$ cat src/rtl/systolic_pkg.sv
// Shared state encoding and default dimensions for the systolic matmul slice.
package systolic_pkg;

  localparam int unsigned DefDataWidth = 8;
  localparam int unsigned DefDim       = 8;
  localparam int unsigned DefAddrWidth = 10;
  localparam int unsigned DefTimeout   = 1024;

  typedef enum logic [2:0] {
    StIdle  = 3'd0,
    StFeed  = 3'd1,
    StWait  = 3'd2,
    StStore = 3'd3,
    StFin   = 3'd4
  } seq_state_e;

  function automatic int unsigned max_u(input int unsigned a, input int unsigned b);
    return (a > b) ? a : b;
  endfunction

endpackage

$ cat src/rtl/addr_gen.sv
// BRAM address generator: base plus offset, wrapping modulo 2^ADDR_WIDTH.
module addr_gen #(
  parameter int unsigned ADDR_WIDTH = 10
) (
  input  logic [ADDR_WIDTH-1:0] i_base,
  input  logic [ADDR_WIDTH-1:0] i_off,
  output logic [ADDR_WIDTH-1:0] o_addr
);

  assign o_addr = i_base + i_off;

endmodule

$ cat src/rtl/matmul_sequencer.sv
// Sequences one matmul job: feeds A/B from BRAM, waits for the multiplier, stores C.
// Owns the BRAM ports whenever a job is in flight; the host drives them only in IDLE.
module matmul_sequencer
  import systolic_pkg::*;
#(
  parameter int unsigned DATA_WIDTH = DefDataWidth,
  parameter int unsigned M          = DefDim,
  parameter int unsigned N          = DefDim,
  parameter int unsigned P          = DefDim,
  parameter int unsigned ADDR_WIDTH = DefAddrWidth,
  parameter int unsigned TIMEOUT    = DefTimeout
) (
  input  logic                  clk,
  input  logic                  rst,
  input  logic                  go,
  output logic                  busy,
  output logic                  done,
  output logic                  err,
  input  logic [ADDR_WIDTH-1:0] base_a,
  input  logic [ADDR_WIDTH-1:0] base_b,
  input  logic [ADDR_WIDTH-1:0] base_c,
  input  logic                  host_we_a,
  input  logic                  host_we_b,
  input  logic [ADDR_WIDTH-1:0] host_addr_a,
  input  logic [ADDR_WIDTH-1:0] host_addr_b,
  input  logic [ADDR_WIDTH-1:0] host_addr_c,
  output logic                  we_a,
  output logic                  we_b,
  output logic                  we_c,
  output logic [ADDR_WIDTH-1:0] addr_a,
  output logic [ADDR_WIDTH-1:0] addr_b,
  output logic [ADDR_WIDTH-1:0] addr_c,
  output logic                  mm_start,
  input  logic                  mm_done,
  output logic                  host_err
);

  localparam int unsigned MN    = M * N;
  localparam int unsigned NP    = N * P;
  localparam int unsigned MP    = M * P;
  localparam int unsigned K     = max_u(MN, NP);
  localparam int unsigned CNT_W = $clog2(max_u(max_u(K, MP), TIMEOUT) + 1);

  localparam logic [CNT_W-1:0] CntFeedLast  = CNT_W'(K - 1);
  localparam logic [CNT_W-1:0] CntStoreLast = CNT_W'(MP - 1);
  localparam logic [CNT_W-1:0] CntWaitLast  = CNT_W'(TIMEOUT - 1);
  localparam logic [CNT_W-1:0] CntALast     = CNT_W'(MN - 1);
  localparam logic [CNT_W-1:0] CntBLast     = CNT_W'(NP - 1);

  seq_state_e            r_state, w_state_nxt;
  logic [CNT_W-1:0]      r_cnt, w_cnt_nxt;
  logic [ADDR_WIDTH-1:0] r_base_a, w_base_a_nxt;
  logic [ADDR_WIDTH-1:0] r_base_b, w_base_b_nxt;
  logic [ADDR_WIDTH-1:0] r_base_c, w_base_c_nxt;
  logic                  r_err, w_err_nxt;

  logic [CNT_W-1:0]      w_off_a, w_off_b;
  logic [ADDR_WIDTH-1:0] w_addr_a, w_addr_b, w_addr_c;
  logic                  w_idle;

  always_ff @(posedge clk or negedge rst) begin
    if (!rst) begin
      r_state  <= StIdle;
      r_cnt    <= '0;
      r_base_a <= '0;
      r_base_b <= '0;
      r_base_c <= '0;
      r_err    <= 1'b0;
    end else begin
      r_state  <= w_state_nxt;
      r_cnt    <= w_cnt_nxt;
      r_base_a <= w_base_a_nxt;
      r_base_b <= w_base_b_nxt;
      r_base_c <= w_base_c_nxt;
      r_err    <= w_err_nxt;
    end
  end

  always_comb begin
    w_state_nxt  = r_state;
    w_cnt_nxt    = r_cnt;
    w_base_a_nxt = r_base_a;
    w_base_b_nxt = r_base_b;
    w_base_c_nxt = r_base_c;
    w_err_nxt    = 1'b0;
    unique case (r_state)
      StIdle: begin
        if (go) begin
          w_base_a_nxt = base_a;
          w_base_b_nxt = base_b;
          w_base_c_nxt = base_c;
          w_cnt_nxt    = '0;
          w_state_nxt  = StFeed;
        end
      end
      StFeed: begin
        // mm_done is deliberately not looked at while feeding
        if (r_cnt == CntFeedLast) begin
          w_cnt_nxt   = '0;
          w_state_nxt = StWait;
        end else begin
          w_cnt_nxt = r_cnt + CNT_W'(1);
        end
      end
      StWait: begin
        if (mm_done) begin
          w_cnt_nxt   = '0;
          w_state_nxt = StStore;
        end else if (r_cnt == CntWaitLast) begin
          // err lands on the first IDLE cycle, TIMEOUT cycles after WAIT entry
          w_cnt_nxt   = '0;
          w_err_nxt   = 1'b1;
          w_state_nxt = StIdle;
        end else begin
          w_cnt_nxt = r_cnt + CNT_W'(1);
        end
      end
      StStore: begin
        if (r_cnt == CntStoreLast) begin
          w_cnt_nxt   = '0;
          w_state_nxt = StFin;
        end else begin
          w_cnt_nxt = r_cnt + CNT_W'(1);
        end
      end
      StFin: begin
        w_state_nxt = StIdle;
      end
      default: begin
        w_state_nxt = StIdle;
      end
    endcase
  end

  // Shorter operand holds its last element while the longer one finishes
  assign w_off_a = (r_cnt > CntALast) ? CntALast : r_cnt;
  assign w_off_b = (r_cnt > CntBLast) ? CntBLast : r_cnt;

  addr_gen #(
    .ADDR_WIDTH(ADDR_WIDTH)
  ) u_addr_gen_a (
    .i_base(r_base_a),
    .i_off (ADDR_WIDTH'(w_off_a)),
    .o_addr(w_addr_a)
  );

  addr_gen #(
    .ADDR_WIDTH(ADDR_WIDTH)
  ) u_addr_gen_b (
    .i_base(r_base_b),
    .i_off (ADDR_WIDTH'(w_off_b)),
    .o_addr(w_addr_b)
  );

  addr_gen #(
    .ADDR_WIDTH(ADDR_WIDTH)
  ) u_addr_gen_c (
    .i_base(r_base_c),
    .i_off (ADDR_WIDTH'(r_cnt)),
    .o_addr(w_addr_c)
  );

  assign w_idle   = (r_state == StIdle);
  assign busy     = !w_idle;
  assign done     = (r_state == StFin);
  assign err      = r_err;
  assign mm_start = (r_state == StFeed) && (r_cnt == '0);
  assign host_err = !w_idle && (host_we_a || host_we_b);

  assign we_a   = w_idle && host_we_a;
  assign we_b   = w_idle && host_we_b;
  assign we_c   = (r_state == StStore);
  assign addr_a = w_idle ? host_addr_a : w_addr_a;
  assign addr_b = w_idle ? host_addr_b : w_addr_b;
  assign addr_c = w_idle ? host_addr_c : w_addr_c;

endmodule

$ cat config.mk
export PLATFORM = sky130hd
export DESIGN_NAME = matmul_sequencer
export DESIGN_NICKNAME = d
export VERILOG_FILES = /design/src/rtl/systolic_pkg.sv /design/src/rtl/addr_gen.sv /design/src/rtl/matmul_sequencer.sv
export SDC_FILE = /design/constraint.sdc
export NUM_CORES = 1
export LEC_CHECK = 0
export CORE_UTILIZATION = 50
export DETAILED_ROUTE_END_ITERATION = 10
export PLACE_DENSITY = 0.84
export SLEW_MARGIN = 20
export SYNTH_ARGS = -nofsm -noshare
export SYNTH_HDL_FRONTEND = slang
export SYNTH_HIERARCHICAL = 1
export SYNTH_SLANG_ARGS = --single-unit
$ cat constraint.sdc
create_clock -name clk -period 8.8 [get_ports clk]
set_clock_uncertainty 0.2 [all_clocks]
set_input_delay 1.76 -clock clk [delete_from_list [all_inputs] [get_ports clk]]
set_output_delay 1.76 -clock clk [all_outputs]
set_load 0.03 [all_outputs]
# Word-level counts from Yosys, hierarchy flattened
# Index checks and enable logic that the tools add are counted.
# W data, S select, Z words.
[op_classes]
add_sub_neg = 4
multipliers = 0
div = 0
order_cmp = 1
n_eq_ne = 10
shifts = 0
muxes = 18
bitwise_logic = 0
reduce_logical = 13
[ops]
columns = ["operator", "count"]
rows = [
  ["$mux W11", 4],
  ["$mux W10", 4],
  ["$pmux W11 S3", 1],
  ["$add A10 B10 Y10", 3],
  ["$mux W3", 5],
  ["$pmux W3 S4", 1],
  ["$add A11 B1 Y11 const B", 1],
  ["$eq A11 B10 Y1 const B", 1],
  ["$eq A11 B6 Y1 const B", 1],
  ["$gt A11 B6 Y1 const B", 1],
  ["$logic_not A11 Y1", 1],
  ["$eq A3 B2 Y1 const B", 2],
  ["$logic_and A1 B1 Y1", 4],
  ["$ne A2 B2 Y1 const B", 2],
  ["$reduce_and A2 Y1", 2],
  ["$reduce_and A4 Y1", 1],
  ["$eq A3 B1 Y1 const B", 1],
  ["$eq A3 B3 Y1 const B", 1],
  ["$logic_not A3 Y1", 1],
  ["$mux W1", 3],
  ["$ne A3 B3 Y1 const B", 1],
  ["$reduce_bool A3 Y1", 1],
  ["$ne A2 B1 Y1 const B", 1],
  ["$reduce_or A2 Y1", 1],
  ["2 further kinds", 2],
]
[totals]
ff_bits = 45
latch_bits = 0
ram_bits = 0
rom_bits = 0
inputBits = 66
out_inout_bits = 38
wordCells = 52
memories = 0

# Longest topological paths before layout
# Gate-level depths: netlist of run 1.
[depth]
depth_word = 4
mapped_depth = 11
mapped_depth_nobuf = 11

# By module
# The synthesis of run 1 kept the hierarchy.
[by_module_without_submodules]
columns = ["mod", "n_inst", "cells_per_inst", "area_each_um2"]
rows = [
  ["matmul_sequencer", 1, 215, 2436.1],
  ["addr_gen", 3, 51, 385.4],
]

# Worst setup path before layout of run 1
# OpenSTA, ideal clock, no wires.
[synth_path]
path_type = "reg2out"
from = "reg r_cnt[6]"
to = "out addr_a[8]"
t_arrival_ps = 2772
required_time_ps = 6840
path_slack_ps = 4068
stages_incl_launch_ff = 9
path_buffers = 0
path_cell_list = "dfrtp_1 -> or4_4 -> or3_1 -> ha_1 -> a21o_1 -> a21o_1 -> a221oi_2 -> xnor2_1 -> mux2_2"
[synth_between]
elab_chain_len = 4
[synth_lines]
columns = ["item", "line", "rtl"]
rows = [
  ["start: declaration", "matmul_sequencer.sv:51", "logic [CNT_W-1:0] r_cnt, w_cnt_nxt;"],
  ["start signal: assignment", "matmul_sequencer.sv:71", "r_cnt <= w_cnt_nxt;"],
  ["$gt A11 B6 Y1", "matmul_sequencer.sv:136", "assign w_off_a = (r_cnt > CntALast) ? CntALast : r_cnt;"],
  ["$mux W10", "matmul_sequencer.sv:136", ""],
  ["named net w_off_a[5]", "matmul_sequencer.sv:57", "logic [CNT_W-1:0] w_off_a, w_off_b;"],
  ["$add A10 B10 Y10", "addr_gen.sv:10", "assign o_addr = i_base + i_off;"],
  ["named net w_addr_a[8]", "matmul_sequencer.sv:58", "logic [ADDR_WIDTH-1:0] w_addr_a, w_addr_b, w_addr_c;"],
  ["$mux W10", "matmul_sequencer.sv:173", "assign addr_a = w_idle ? host_addr_a : w_addr_a;"],
  ["end: declaration", "matmul_sequencer.sv:30", "output logic [ADDR_WIDTH-1:0] addr_a,"],
]
# The timed path passes the listed nets, and every way through them passes these cells.

# Worst setup path in the final report of run 1
# Same ends and word-level chain as after synthesis.

==> reports/summary.json, run 1 <==
{
  "timing": {
    "transition_time_at_the_pin_with_the_least_slew_margin_ns": 0.688,
    "setup_viol": 0,
    "fin_crit_ns": 5.84,
    "clock.fmax_mhz": 171,
    "rsz0062_at_grt": "false",
    "worst_slew_margin_rel": 0.540,
    "report.final.slew_viol_count": 0,
    "setup_tns_ns": 0,
    "final_min_period_over_clock_period": 0.663,
    "fin_ws_ns": 2.96,
    "whs_ns": 0.324,
    "report.final.hold_viol_count": 0
  },
  "placed_design": {
    "place_congestion": 0.862,
    "worst_setup_slack_after_placement_ns": 3.33,
    "dp_hpwl_um": 6780,
    "numPortBuffers": 103,
    "post-place-cells": 562,
    "placed_area_mm2": 0.00472
  },
  "finish": {
    "area_delta_synth_final_pct": 34.3,
    "insertedDiodeCount": 0,
    "multi_input_gate_area_in_the_final_layout_mm2": 0.00235,
    "non_filler_instance_count_after_layout": 570,
    "post_route_cells_drive_above_1_share": 0.171,
    "fin_util": 0.702,
    "filler_cell_count": 538,
    "design.final.nets": 571,
    "stdcell_area_mm2": 0.00482,
    "sequential_cell_area_mm2": 0.00113
  },
  "power": {
    "ir_worst_vdd_v": 0.000141,
    "seqPwrFrac": 0.322,
    "power.density_mw_per_mm2": 192,
    "power.switching_fraction": 0.424,
    "power.leakage_nw": 2.14,
    "switchingPower_uw": 394,
    "pwr-share-clk": 0.152,
    "report.power.total_uw": 928,
    "internal-power_uw": 534,
    "part_of_the_power_in_combinational_logic": 0.526
  },
  "yosys": {
    "syn-instance-count": 368,
    "yosysUniqueCellTypes": 45,
    "asyncSetResetFlopFracSynth": 1.00,
    "ys_seq_elements": 45,
    "synth.yosys.seq_area_share": 0.313,
    "post_synth_edffs": 0,
    "syn_avg_cell_area_um2": 9.76,
    "post_synth_instance_area_mm2": 0.00359,
    "synthesis.yosys.warnings": 6,
    "dominantRegCellSynth": "sky130_fd_sc_hd__dfrtp_1"
  },
  "die": {
    "die_span_in_x_um": 86.8,
    "floorplan.io_pins": 104,
    "core_region_area_mm2": 0.00687,
    "die_height_um": 86.8,
    "placement_rows": 30,
    "floorplan.initialDensity": 0.523,
    "area_of_the_die_mm2": 0.00753
  },
  "clocking": {
    "cts_hold_buf": 0,
    "postCtsSetupRepairBufs": 0,
    "cts_buffers": 5,
    "number_of_instances_resized_during_post_cts_repair": 0,
    "numClockSinks": 45,
    "cts_tree": "done",
    "cts.reportedPaths.clkPinSlew_ns": 0.09,
    "max-clock-path-buffers": 2,
    "cts_htree_levels": 2,
    "clk_latency_ns": 0.30,
    "cts_root_buf": "sky130_fd_sc_hd__clkbuf_8"
  },
  "run": {
    "max_cap_viol_count": 0
  },
  "global_route": {
    "grt_first_pass_wirelength_um": 14400,
    "antenna_found_initial": 0,
    "global_route.overflow_total": 0,
    "grtUsageTotal": 0.242,
    "grt_max_degree": 46,
    "grt_pass1_vias": 3050
  },
  "setup_path": {
    "crit_arrival_ns": 3.88,
    "crit_type": "reg -> out",
    "worstSetupEndpointType": "output pin",
    "timing.rr.start": "r_state[2]$_DFFE_PN0P_",
    "worst-endpoint-required_ns": 6.84,
    "worstPathMaxFanout": 7,
    "critPathLaunchType": "register",
    "critical_path.startpoint": "r_cnt[6]$_DFFE_PN0P_"
  },
  "routing": {
    "routed_via_density": 5.50,
    "detail_route.iter0.violations": 154,
    "drt_drc_violations_left": 0,
    "detail_route.wirelength_um": 8980,
    "number_of_iterations_in_the_first_detailed_routing_pass": 4,
    "via_count": 3136,
    "drtAntennaViolNets": 0,
    "detail_route.wl_per_cell_um": 15.7
  },
  "worst_hold_path": {
    "hold_path_startpoint": "r_base_a[3]$_DFFE_PN0P_",
    "worst_hold_path_type": "reg -> reg"
  },
  "outcome": {
    "run_status": "completed"
  }
}
-- power by group through the flow --
stage | Sequential [mW] | Clock (mW) | Combinational (mW)
global route | 0.304 | 0.151 | 0.522
detailed placement | 0.300 | 0 | 0.481
finish | 0.299 | 0.141 | 0.488
floorplan | 0.266 | 0 | 0.347
CTS | 0.297 | 0.143 | 0.488
global placement | 0.297 | 0 | 0.469
-- worst paths after layout --
path                                           end  slack, ns  depth (start not counted)
min in group asynchronous  r_base_c[8]$_DFFE_PN0P_       1.25                          1
max reg2reg                r_base_a[2]$_DFFE_PN0P_       5.66                          5
min                        r_base_a[3]$_DFFE_PN0P_       0.32                          1
max                                      addr_a[8]       2.96                          9
max in group asynchronous  r_base_a[2]$_DFFE_PN0P_       6.74                          1
min reg2reg                r_base_a[3]$_DFFE_PN0P_       0.32                          1
-- layer usage --
metal / vias to the layer above / track usage / wire length (um)
li1: 1522 / - / -
met5: - / 0 / 0
met1: 1484 / 0.310 / 3830
met4: 0 / 0.0545 / 154
met2: 114 / 0.433 / 4480
met3: 16 / 0.0333 / 513
-- critical path: stages (launching register included) --
cell and delay (ns):
sky130_fd_sc_hd__dfrtp_1 0.45, sky130_fd_sc_hd__or4_4 0.62, sky130_fd_sc_hd__or3_1 0.40, sky130_fd_sc_hd__ha_1 0.39
sky130_fd_sc_hd__a21o_1 0.22, sky130_fd_sc_hd__a21o_1 0.21, sky130_fd_sc_hd__a221oi_2 0.33, sky130_fd_sc_hd__xnor2_1 0.15
sky130_fd_sc_hd__mux2_2 0.16, sky130_fd_sc_hd__clkdlybuf4s50_1 0.66
-- logic make-up (layout without fill, tap and decap cells) --
kind of cell	count (synthesis)	in the layout	synth area share
other	1	8	0.00104
and+or+nand+nor	104	104	0.150
xor gates and xnor gates	28	28	0.0683
AOI/OAI and AO/OA	59	59	0.114
muxes	62	62	0.194
DFF	45	45	0.313
buffers and inverters	37	136	0.0421
adders and majority gates	32	32	0.118
-- Yosys cell counts (2+ instances only) --
| library cell | count | area share |
|---|---|---|
| sky130_fd_sc_hd__mux2_2 | 61 | 0.19 |
| sky130_fd_sc_hd__dfrtp_1 | 45 | 0.31 |
| sky130_fd_sc_hd__ha_1 | 29 | 0.10 |
| sky130_fd_sc_hd__nor2_1 | 26 | 0.027 |
| sky130_fd_sc_hd__inv_1 | 23 | 0.024 |
| sky130_fd_sc_hd__nand3_1 | 22 | 0.031 |
| sky130_fd_sc_hd__xnor2_1 | 22 | 0.054 |
| sky130_fd_sc_hd__nand2_1 | 16 | 0.017 |
| sky130_fd_sc_hd__a21oi_1 | 14 | 0.020 |
| sky130_fd_sc_hd__o21ai_0 | 11 | 0.015 |
| sky130_fd_sc_hd__a21o_1 | 8 | 0.017 |
| sky130_fd_sc_hd__clkbuf_1 | 8 | 0.0084 |
| sky130_fd_sc_hd__nor3_1 | 8 | 0.011 |
| sky130_fd_sc_hd__o211ai_1 | 7 | 0.015 |
| sky130_fd_sc_hd__a31oi_1 | 6 | 0.010 |
| sky130_fd_sc_hd__nand2b_1 | 6 | 0.010 |
| sky130_fd_sc_hd__xor2_1 | 6 | 0.015 |
| sky130_fd_sc_hd__and2_1 | 5 | 0.0087 |
| sky130_fd_sc_hd__or3_1 | 5 | 0.0087 |
| sky130_fd_sc_hd__buf_2 | 4 | 0.0056 |
| sky130_fd_sc_hd__a221oi_2 | 3 | 0.013 |
| sky130_fd_sc_hd__fa_1 | 3 | 0.017 |
| sky130_fd_sc_hd__nor4_1 | 3 | 0.0052 |
| sky130_fd_sc_hd__o221ai_1 | 3 | 0.0073 |
| sky130_fd_sc_hd__a22o_1 | 2 | 0.0049 |
| sky130_fd_sc_hd__nor2b_1 | 2 | 0.0035 |
| sky130_fd_sc_hd__nor3b_1 | 2 | 0.0042 |
-- placed cells by master, fill, tap and decap left out, types with 2 or more instances in the layout --
cell and instances:
sky130_fd_sc_hd__a21oi_1 14, sky130_fd_sc_hd__xnor2_1 22, sky130_fd_sc_hd__o21ai_0 11, sky130_fd_sc_hd__and2_1 6
sky130_fd_sc_hd__nand3_1 22, sky130_fd_sc_hd__nor3_1 8, sky130_fd_sc_hd__nor2_1 26, sky130_fd_sc_hd__nor2b_1 2
sky130_fd_sc_hd__ha_1 29, sky130_fd_sc_hd__a22o_1 2, sky130_fd_sc_hd__o211ai_1 7, sky130_fd_sc_hd__fa_1 3
sky130_fd_sc_hd__inv_1 23, sky130_fd_sc_hd__clkdlybuf4s50_1 102, sky130_fd_sc_hd__buf_4 3, sky130_fd_sc_hd__nand2_1 16
sky130_fd_sc_hd__or3_1 5, sky130_fd_sc_hd__o221ai_1 3, sky130_fd_sc_hd__nand2b_1 6, sky130_fd_sc_hd__nor3b_1 2
sky130_fd_sc_hd__dfrtp_1 45, sky130_fd_sc_hd__conb_1 8, sky130_fd_sc_hd__nor4_1 3, sky130_fd_sc_hd__xor2_1 6
sky130_fd_sc_hd__clkbuf_8 7, sky130_fd_sc_hd__a221oi_2 3, sky130_fd_sc_hd__a31oi_1 6, sky130_fd_sc_hd__a21o_1 8
sky130_fd_sc_hd__mux2_2 61
-- sequential cells by signal (all words and copies together), names as in the netlist --
signal and cells:
err 1, r_base_c 10, r_cnt 11, r_state 3
r_base_b 10, r_base_a 10
-- area by class of cell --
type	count	area share
inverter	23	0.0179
clock buffer	7	0.0200
clock inverter	1	0.00104
sequential	45	0.233
multi-input combinational	293	0.487
timing repair buffer	105	0.216
tap	96	0.0249
No activity file was read; power rests on OpenSTA's default activity.
==> inputs of run 2 (changes only) <==
CORE_UTILIZATION = 49   (was 50)
PLACE_DENSITY = 0.82   (was 0.84)
clock period = 6 ns   (was 8.8 ns; I/O delays follow)
==> run 2 against run 1 <==
  * Non-clock buffer count is the same
  * Wire length shrank 1.4%
  * First-iteration DRC count grew 5.8%
  * Largest cell class unchanged
  * Combinational power grew 46%
  * Die area grew 2.0%
  * Clock power grew 45%
  * Highest routed layer unchanged
  * Flip-flop and latch count is the same
==> reports/summary.json, run 2 (synthesized netlist as in run 1, its figures left out) <==
{
  "outcome": {
    "run_status": "completed"
  },
  "timing": {
    "worst_slew_margin_rel": {"value": 0.575, "change": "+0.0348"},
    "final_min_period_over_clock_period": 0.874,
    "transition_time_at_the_pin_with_the_least_slew_margin": {"value": 0.635, "unit": "ns", "change": "-0.0521 ns"},
    "clock.fmax_mhz": 191,
    "fin_crit_ns": 5.25,
    "rsz0062_at_grt": "false",
    "report.final.slew_viol_count": {"value": 0, "change": "unchanged"},
    "setup_tns": {"value": 0, "unit": "ns", "change": "unchanged"},
    "setup_viol": {"value": 0, "change": "unchanged"},
    "report.final.hold_viol_count": {"value": 0, "change": "unchanged"}
  },
  "setup_path": {
    "crit_type": "reg -> out",
    "critical-path-max-stage-delay": {"value": 0.65, "unit": "ns", "change": "about the same"},
    "cp_cell_sequence": "or4_4, or3_1, ha_1, a21o_1, a21o_1, a221oi_2, xnor2_1, mux2_2, clkdlybuf4s50_1",
    "worstSetupEndpointType": "output pin",
    "worst_path_most_repeated_cell": "sky130_fd_sc_hd__a21o_1",
    "critPathLaunchType": "register",
    "worstPathMaxFanout": {"value": 7, "change": "unchanged"},
    "worst-endpoint-required": {"value": 4.60, "unit": "ns", "change": "-2.24 ns"},
    "worst-r2r-setup-slack": {"value": 2.94, "unit": "ns", "change": "-2.72 ns"},
    "crit_arrival": {"value": 3.85, "unit": "ns", "change": "-0.03 ns"},
    "critPathTopFamily": "simple AND/OR/NAND/NOR gates",
    "critical-path-slowest-cell": "sky130_fd_sc_hd__clkdlybuf4s50_1",
    "path_buf_inv": {"value": 1, "change": "unchanged"}
  },
  "die": {
    "placement_rows": {"value": 30, "change": "unchanged"},
    "die_span_in_x": {"value": 87.6, "unit": "um", "change": "+0.99%"},
    "area_of_the_die": {"value": 0.00768, "unit": "mm2", "change": "+2.0%"},
    "floorplan.initialDensity": {"value": 0.517, "change": "-0.00565"},
    "die_height": {"value": 87.6, "unit": "um", "change": "+0.99%"},
    "core_region_area": {"value": 0.00694, "unit": "mm2", "change": "+1.1%"},
    "floorplan.io_pins": {"value": 104, "change": "unchanged"}
  },
  "finish": {
    "design.final.nets": {"value": 571, "change": "unchanged"},
    "area_delta_synth_final": {"value": 34.3, "unit": "%", "change": "unchanged"},
    "largest_register_ffs": {"value": 11, "change": "unchanged"},
    "post_route_cells_drive_above_1_share": {"value": 0.171, "change": "unchanged"},
    "most-common-layout-cells": "sky130_fd_sc_hd__clkdlybuf4s50_1 (102), sky130_fd_sc_hd__mux2_2 (61), sky130_fd_sc_hd__dfrtp_1 (45)",
    "registers.top_by_ff_count": "r_cnt",
    "final_common_cell": "sky130_fd_sc_hd__clkdlybuf4s50_1",
    "insertedDiodeCount": {"value": 0, "change": "unchanged"},
    "stdcell_area": {"value": 0.00482, "unit": "mm2", "change": "unchanged"}
  },
  "worst_hold_path": {
    "worst_hold_path_type": "reg -> reg"
  },
  "routing": {
    "routed_via_density": {"value": 5.54, "change": "+0.64%"},
    "via_count": {"value": 3156, "change": "+0.64%"},
    "detail_route.wirelength": {"value": 8850, "unit": "um", "change": "-1.4%"},
    "drtAntennaViolNets": {"value": 0, "change": "unchanged"},
    "drt_drc_violations_left": {"value": 0, "change": "unchanged"},
    "detail_route.iter0.violations": {"value": 163, "change": "+5.8%"},
    "detail_route.wl_per_cell": {"value": 15.5, "unit": "um", "change": "-1.4%"},
    "number_of_iterations_in_the_first_detailed_routing_pass": {"value": 4, "change": "unchanged"}
  },
  "clocking": {
    "cts_hold_buf": {"value": 0, "change": "unchanged"},
    "numClockSinks": {"value": 45, "change": "unchanged"},
    "clk_latency": {"value": 0.30, "unit": "ns", "change": "about the same"},
    "number_of_instances_resized_during_post_cts_repair": {"value": 0, "change": "unchanged"},
    "cts_root_buf": "sky130_fd_sc_hd__clkbuf_8",
    "cts_tree": "done",
    "max-clock-path-buffers": {"value": 2, "change": "unchanged"},
    "cts_htree_levels": {"value": 2, "change": "unchanged"},
    "cts_buffers": {"value": 5, "change": "unchanged"},
    "postCtsSetupRepairBufs": {"value": 0, "change": "unchanged"},
    "cts.reportedPaths.clkPinSlew": {"value": 0.08, "unit": "ns", "change": "about the same"}
  },
  "placed_design": {
    "placed_area": {"value": 0.00472, "unit": "mm2", "change": "unchanged"},
    "place_congestion": {"value": 0.862, "change": "about the same"},
    "numPortBuffers": {"value": 103, "change": "unchanged"},
    "dp_hpwl": {"value": 6880, "unit": "um", "change": "+1.5%"}
  },
  "global_route": {
    "grtUsageTotal": {"value": 0.239, "change": "-0.00247"},
    "grt_max_degree": {"value": 46, "change": "unchanged"},
    "antenna_found_initial": {"value": 0, "change": "unchanged"},
    "grt_first_pass_wirelength": {"value": 14400, "unit": "um", "change": "about the same"},
    "global_route.overflow_total": {"value": 0, "change": "unchanged"},
    "grt_pass1_vias": {"value": 3213, "change": "+5.3%"}
  },
  "power": {
    "power.density": {"value": 280, "unit": "mW/mm2", "change": "+46%"},
    "power.leakage": {"value": 2.14, "unit": "nW", "change": "unchanged"},
    "report.power.total": {"value": 1.35, "unit": "mW", "change": "+46%"},
    "ir_worst_vdd": {"value": 0.000220, "unit": "V", "change": "+56%"}
  },
  "run": {
    "max_cap_viol_count": {"value": 0, "change": "unchanged"}
  }
}
-- run 2: routing by layer --
| metal | part of all wire | wire length, um | track usage | vias up |
|---|---|---|---|---|
| li1 | - | - | - | 1522 |
| met1 | 0.42 | 3750 | 0.292 | 1519 |
| met2 | 0.51 | 4520 | 0.425 | 96 |
| met3 | 0.046 | 411 | 0.0405 | 19 |
| met4 | 0.020 | 175 | 0.0864 | 0 |
| met5 | 0 | 0 | 0 | - |
-- run 2: cell type report --
cell class / count / area, um2
Fill cell: 535 / 2120
Timing Repair Buffer: 105 / 1040
Inverter: 23 / 86.3
Sequential cell: 45 / 1130
Clock buffer: 7 / 96.3
Clock inverter: 1 / 5.00
Multi-Input combinational cell: 293 / 2350
Tap cell: 96 / 120
-- run 2: final timing paths --
check,from,depth (start not counted),endpoint
max,r_cnt[6]$_DFFE_PN0P_,9,addr_a[8]
min,r_base_a[4]$_DFFE_PN0P_,1,r_base_a[4]$_DFFE_PN0P_
max reg2reg,r_state[2]$_DFFE_PN0P_,5,r_base_a[9]$_DFFE_PN0P_
min reg2reg,r_base_a[4]$_DFFE_PN0P_,1,r_base_a[4]$_DFFE_PN0P_
max in group asynchronous,rst,1,r_cnt[5]$_DFFE_PN0P_
min in group asynchronous,rst,1,r_base_c[7]$_DFFE_PN0P_
-- run 2: power breakdown --
part	total (mW)	leakage (nW)	switching [mW]	internal, mW
logic	0.712	1.49	0.378	0.334
clock network	0.205	0.0542	0.101	0.104
registers	0.437	0.599	0.0910	0.346
-- run 2: through the flow --
step	instances	hold slack, ns	utilization	setup slack (ns)
2_1_floorplan	375	0.277	-	1.83
3_3_place_gp	562	0.297	0.680	1.16
3_5_place_dp	562	0.304	0.680	1.10
4_1_cts	570	0.324	0.694	0.753
5_1_grt	570	0.336	0.695	0.581
6_report	570	0.324	0.695	0.754
==> inputs of run 3 (changes only) <==
CTS_CLUSTER_DIAMETER = 200   (was unset)
HOLD_SLACK_MARGIN = 0.02   (was unset)
==> results of run 3 <==
The final DEF is identical to that of run 2; final timing and power are the same.
